==> config.mk <==
export PLATFORM = sky130hd
export DESIGN_NAME = alu_mul_div
export DESIGN_NICKNAME = d
export VERILOG_FILES = /design/src/rtl/alu_mul_div.sv
export SDC_FILE = /design/constraint.sdc
export NUM_CORES = 1
export LEC_CHECK = 0
export ABC_AREA = 0
export BUFFER_PORTS_ARGS = -buffer_cell sky130_fd_sc_hd__clkbuf_2
export CORE_MARGIN = 5
export CORE_UTILIZATION = 55
export DETAILED_ROUTE_END_ITERATION = 6
export PLACE_DENSITY = 0.76
export SYNTH_ARGS = -nofsm -noshare
export SYNTH_HDL_FRONTEND = slang
export SYNTH_SLANG_ARGS = --single-unit
==> constraint.sdc <==
create_clock -name clk -period 4.2 [get_ports clk]
set_clock_uncertainty 0.1 [all_clocks]
set_input_delay 0 -clock clk [delete_from_list [all_inputs] [get_ports clk]]
set_output_delay 0 -clock clk [all_outputs]
set_load 0.02 [all_outputs]
==> src/rtl/alu_mul_div.sv <==
// Iterative multiply/divide unit with architectural HI/LO registers and a busy/done handshake.
// Define MULDIV_FAST_MULT_EN to compute MULT/MULTU in a single cycle; divides stay iterative.
module alu_mul_div #(
    parameter int ITER = 32
) (
    input  logic        clk,
    input  logic        rst,
    input  logic        start,
    input  logic [1:0]  op,
    input  logic [31:0] x,
    input  logic [31:0] y,
    input  logic        hiWrite,
    input  logic        loWrite,
    output logic        busy,
    output logic        done,
    output logic [31:0] hi,
    output logic [31:0] lo
);

    typedef enum logic [1:0] {S_IDLE, S_RUN, S_FINISH} state_e;

    state_e      state_q, state_d;
    logic [5:0]  count_q, count_d;
    logic [63:0] acc_q, acc_d;      // product, or {remainder, quotient} while dividing
    logic [63:0] mcand_q, mcand_d;
    logic [31:0] ymag_q, ymag_d;    // multiplier (shifted out) or divisor (held)
    logic        is_div_q, is_div_d;
    logic        neg_q, neg_d;
    logic        rem_neg_q, rem_neg_d;
    logic        dz_q, dz_d;
    logic [31:0] hi_q, hi_d;
    logic [31:0] lo_q, lo_d;
    logic        done_q, done_d;

    logic        signed_op, sx, sy;
    logic [31:0] x_mag, y_mag;
    logic [32:0] shl_hi, trial;
    logic [63:0] prod_fix;
    logic [31:0] quo_fix, rem_fix;

    assign signed_op = ~op[0];
    assign sx        = signed_op & x[31];
    assign sy        = signed_op & y[31];
    assign x_mag     = sx ? -x : x;
    assign y_mag     = sy ? -y : y;

    // Restoring step: shift {rem, quo} left one bit and try subtracting the divisor.
    assign shl_hi    = acc_q[63:31];
    assign trial     = shl_hi - {1'b0, ymag_q};

    assign prod_fix  = neg_q     ? -acc_q        : acc_q;
    assign quo_fix   = neg_q     ? -acc_q[31:0]  : acc_q[31:0];
    assign rem_fix   = rem_neg_q ? -acc_q[63:32] : acc_q[63:32];

`ifdef MULDIV_FAST_MULT_EN
    logic [63:0] fast_prod;
    assign fast_prod = {32'b0, x_mag} * {32'b0, y_mag};
`endif

    always_comb begin
        // NOTE: every _d defaults to its _q first so no path through this block infers a latch.
        state_d   = state_q;
        count_d   = count_q;
        acc_d     = acc_q;
        mcand_d   = mcand_q;
        ymag_d    = ymag_q;
        is_div_d  = is_div_q;
        neg_d     = neg_q;
        rem_neg_d = rem_neg_q;
        dz_d      = dz_q;
        hi_d      = hi_q;
        lo_d      = lo_q;
        done_d    = 1'b0;

        case (state_q)
            S_IDLE: begin
                if (start) begin
                    is_div_d  = op[1];
                    neg_d     = sx ^ sy;
                    rem_neg_d = sx;
                    dz_d      = op[1] & (y == 32'd0);
                    ymag_d    = y_mag;
                    mcand_d   = {32'b0, x_mag};
                    acc_d     = op[1] ? {32'b0, x_mag} : 64'd0;
                    count_d   = 6'd0;
                    state_d   = S_RUN;
`ifdef MULDIV_FAST_MULT_EN
                    if (!op[1]) begin
                        acc_d   = fast_prod;
                        state_d = S_FINISH;
                    end
`endif
                end else begin
                    if (hiWrite) hi_d = x;
                    if (loWrite) lo_d = x;
                end
            end
            S_RUN: begin
                count_d = count_q + 6'd1;
                if (is_div_q) begin
                    if (!trial[32]) acc_d = {trial[31:0], acc_q[30:0], 1'b1};
                    else            acc_d = {acc_q[62:0], 1'b0};
                end else begin
                    if (ymag_q[0]) acc_d = acc_q + mcand_q;
                    mcand_d = mcand_q << 1;
                    ymag_d  = ymag_q >> 1;
                end
                if (count_q == 6'(ITER - 1)) state_d = S_FINISH;
            end
            S_FINISH: begin
                if (is_div_q) begin
                    lo_d = dz_q ? 32'hFFFF_FFFF : quo_fix;
                    hi_d = rem_fix;
                end else begin
                    {hi_d, lo_d} = prod_fix;
                end
                done_d  = 1'b1;
                state_d = S_IDLE;
            end
            default: state_d = S_IDLE;
        endcase
    end

    always_ff @(posedge clk) begin
        if (rst) begin
            state_q   <= S_IDLE;
            count_q   <= 6'd0;
            acc_q     <= 64'd0;
            mcand_q   <= 64'd0;
            ymag_q    <= 32'd0;
            is_div_q  <= 1'b0;
            neg_q     <= 1'b0;
            rem_neg_q <= 1'b0;
            dz_q      <= 1'b0;
            hi_q      <= 32'd0;
            lo_q      <= 32'd0;
            done_q    <= 1'b0;
        end else begin
            // NOTE: non-blocking assignments so every register samples the pre-edge values.
            state_q   <= state_d;
            count_q   <= count_d;
            acc_q     <= acc_d;
            mcand_q   <= mcand_d;
            ymag_q    <= ymag_d;
            is_div_q  <= is_div_d;
            neg_q     <= neg_d;
            rem_neg_q <= rem_neg_d;
            dz_q      <= dz_d;
            hi_q      <= hi_d;
            lo_q      <= lo_d;
            done_q    <= done_d;
        end
    end

    assign busy = (state_q != S_IDLE);
    assign done = done_q;
    assign hi   = hi_q;
    assign lo   = lo_q;

endmodule
==> results.yml <==
clock_network:
  clock_sinks: 237
  cts_root_buf: "clkbuf_16"
  clk_pin_slew_worst_paths_ps: 60
  cts_buffers: 29
  cts_tree: "built"
  clk_path_buf_depth: 3
  cts_max_level: 1
  clk_latency_ps: 570
  cts_post_setup_buffers_inserted: 0
yosys:
  syn_avg_cell_area_um2: 7.38
  syn_inst: 2465
  ys_seq_area_share_pct: 26.1
  synth_cell_types: 74
  synthFlopType: "dfxtp_1"
  async_reset_ff_share_pct: 0
  synth_warnings: 0
  syn_area_um2: 18200
  synth-seq-cells: 237
  synth-edff-count: 0
  syn_nets: 2638
grt:
  antenna_found_initial: 0
  grt_max_degree: 156
  grt_pass1_wl_um: 105000
  grt_pass1_vias: 18800
  overflow: 0
  grtUsageTotal_pct: 35.8
timing:
  worst_slew_pin_slew_ps: 1160
  hold_violations: 0
  finalSetupTns_ps: 0
  max_freq_ghz: 0.256
  period_minus_slack_ps: 3900
  slew_headroom_pct: 22.5
  hold_slack_ps: 224
  fin_crit_sh_pct: 92.8
  setup_viol: 0
  rsz0062_at_grt: "false"
  drv_slew: 0
setup_path:
  worstPathMaxFanout: 7
  arrival_ps: 4210
  cp-start-kind: "register"
  cpMostUsedCell: "a21o_1"
  crit_chain: "ha_1 -> a21o_1 -> a21oi_1 -> o21ai_0 -> nand4_1 -> a2111oi_0 -> buf_4 -> a21o_1 -> a41o_1 -> a221oi_1 -> xor2_1 -> o221ai_1"
  cpPeakStageDelay_ps: 760
  crit_slowest_cell: "a2111oi_0"
  critPathKind: "reg2reg"
  cp.required_ps: 4510
  cp_num_buf_inv: 1
  crit_path_end_kind: "register"
  critical_path.top_delay_family: "compound AO/OA/AOI/OAI gates"
layout:
  layout-drive-gt1-share_pct: 11.1
  nets: 2786
  final_cell_mix: "nor2_1, a21oi_1, dfxtp_1"
  area_growth_syn_to_layout_pct: 16.9
  final_common_cell: "nor2_1"
power:
  power_density_nw_per_um2: 342
  p_seq_share_pct: 34.9
  internal_power_mw: 4.84
  vdd.ir_drop.worst_v: 0.000358
  clkPwrFrac_pct: 38.9
  pwr-share-comb_pct: 26.2
  net-switching-power_mw: 2.44
  leakagePower_nw: 9.07
  switching_share_pct: 33.5
floorplanning:
  fp.dieW_um: 192
  die-area_um2: 36800
  core_region_area_um2: 32600
  ios: 137
  fp.dieH_um: 192
  start_util_pct: 55.8
  std_cell_rows: 66
placed_design:
  routabilityCongestion: 1.05
  place_hpwl_um: 50000
  port_buffers: 136
job:
  drv_cap: 0
detailed_routing:
  final_antenna_net_count: 0
  routedWlPerCell_um: 22.4
  vias: 20100
  dr.pass1.iters: 7
  drtIter0Drc: 2214
  vias_per_cell: 6.53
  drcViolationCount: 8
  finalWirelength_um: 68800
min_path:
  hold_class: "in2reg"
outcome:
  violations: "DRC"
  status: "finished with violations"
Yosys cell counts, types with 49 or more instances:
cell	number	area (um2)
xor2_1	105	920
a21oi_1	280	1400
o21ai_0	160	801
nor3_1	49	245
nor2_1	361	1360
xnor2_1	100	876
a211oi_1	70	526
nand2_1	175	657
a22oi_1	51	383
a21o_1	54	405
ha_1	100	1250
dfxtp_1	237	4740
inv_1	68	255
clkbuf_1	153	574
layer usage:
layer  wire [um]  track usage (%)
met3        5810             4.27
met2       31400             59.2
met5           0                0
met1       27000             45.2
met4        4640             20.6
worst register-to-register path, cell delays in order, from the launching register on:
cell	delay, ps
dfxtp_1	380
ha_1	430
a21o_1	210
a21oi_1	70
o21ai_0	330
nand4_1	210
a2111oi_0	760
buf_4	230
a21o_1	250
a41o_1	300
a221oi_1	130
xor2_1	220
o221ai_1	130
worst paths after layout:
path                           startpoint                      end  slack [ps]  cells past startpoint
hold reg to reg   count_q[3]$_SDFFE_PP0P_  count_q[3]$_SDFFE_PP0P_         380                      1
setup reg to reg   acc_q[10]$_SDFFE_PP0P_   acc_q[61]$_SDFFE_PP0P_         300                     12
setup / recovery   acc_q[10]$_SDFFE_PP0P_   acc_q[61]$_SDFFE_PP0P_         300                     12
hold / removal                    hiWrite      hi[25]$_SDFFE_PP0P_         220                      6
power groups by stage:
stage	clock, mW	combinational (mW)	sequential, mW
floorplan	0	1.24	2.57
global route	2.93	2.07	2.55
CTS	2.84	1.86	2.53
finish	2.83	1.91	2.54
detailed placement	0	1.79	2.58
global placement	0	1.76	2.58
stage by stage:
stage / cells / setup WS (ps) / instance area, um2 / power, mW / utilization (%)
CTS: 3075 / 104 / 21200 / 7.23 / 65.1
detailed placement: 2946 / 110 / 19400 / 4.37 / 59.5
finish: 3076 / 301 / 21300 / 7.28 / 65.2
global route: 3075 / 22.7 / 21300 / 7.55 / 65.2
global placement: 2946 / 276 / 19400 / 4.34 / 59.5
floorplan: 2465 / 608 / 18200 / 3.80 / -
sequential cells by signal, indices dropped and copies added, names as in the netlist:
name and cells:
acc_q 64, mcand_q 64, hi 32, lo 32, ymag_q 32, count_q 6, state_q 2, done 1
dz_q 1, is_div_q 1, neg_q 1, rem_neg_q 1
repair_timing:
item | 4_1_cts | 5_1_grt
endpoints found under the hold margin | 120 | 0
setup endpoints to repair | 0 | 26
resized for setup | 0 | 4
hold buffers | 78 | 0
cell families (layout without fill, tap and decap cells):
logic type	count (synthesis)	after routing	share of synthesized area, %
DFF	237	237	26.1
other	0	1	0
and+or+nand+nor	794	794	19.9
xor gates and xnor gates	205	205	9.87
muxes	11	11	0.605
buffers and inverters	238	406	4.97
AOI/OAI and AO/OA	878	878	31.5
adders and majority gates	102	102	7.10
cell type report:
cell class / instances / area (um2)
Multi-Input combinational cell: 1990 / 12600
Fill cell: 2931 / 11400
Sequential cell: 237 / 4750
Timing Repair Buffer: 287 / 2040
Clock buffer: 34 / 785
Tap cell: 442 / 553
Clock inverter: 17 / 269
Inverter: 68 / 255
Antenna cell: 1 / 2.50
(Power assumes the default switching activity.)
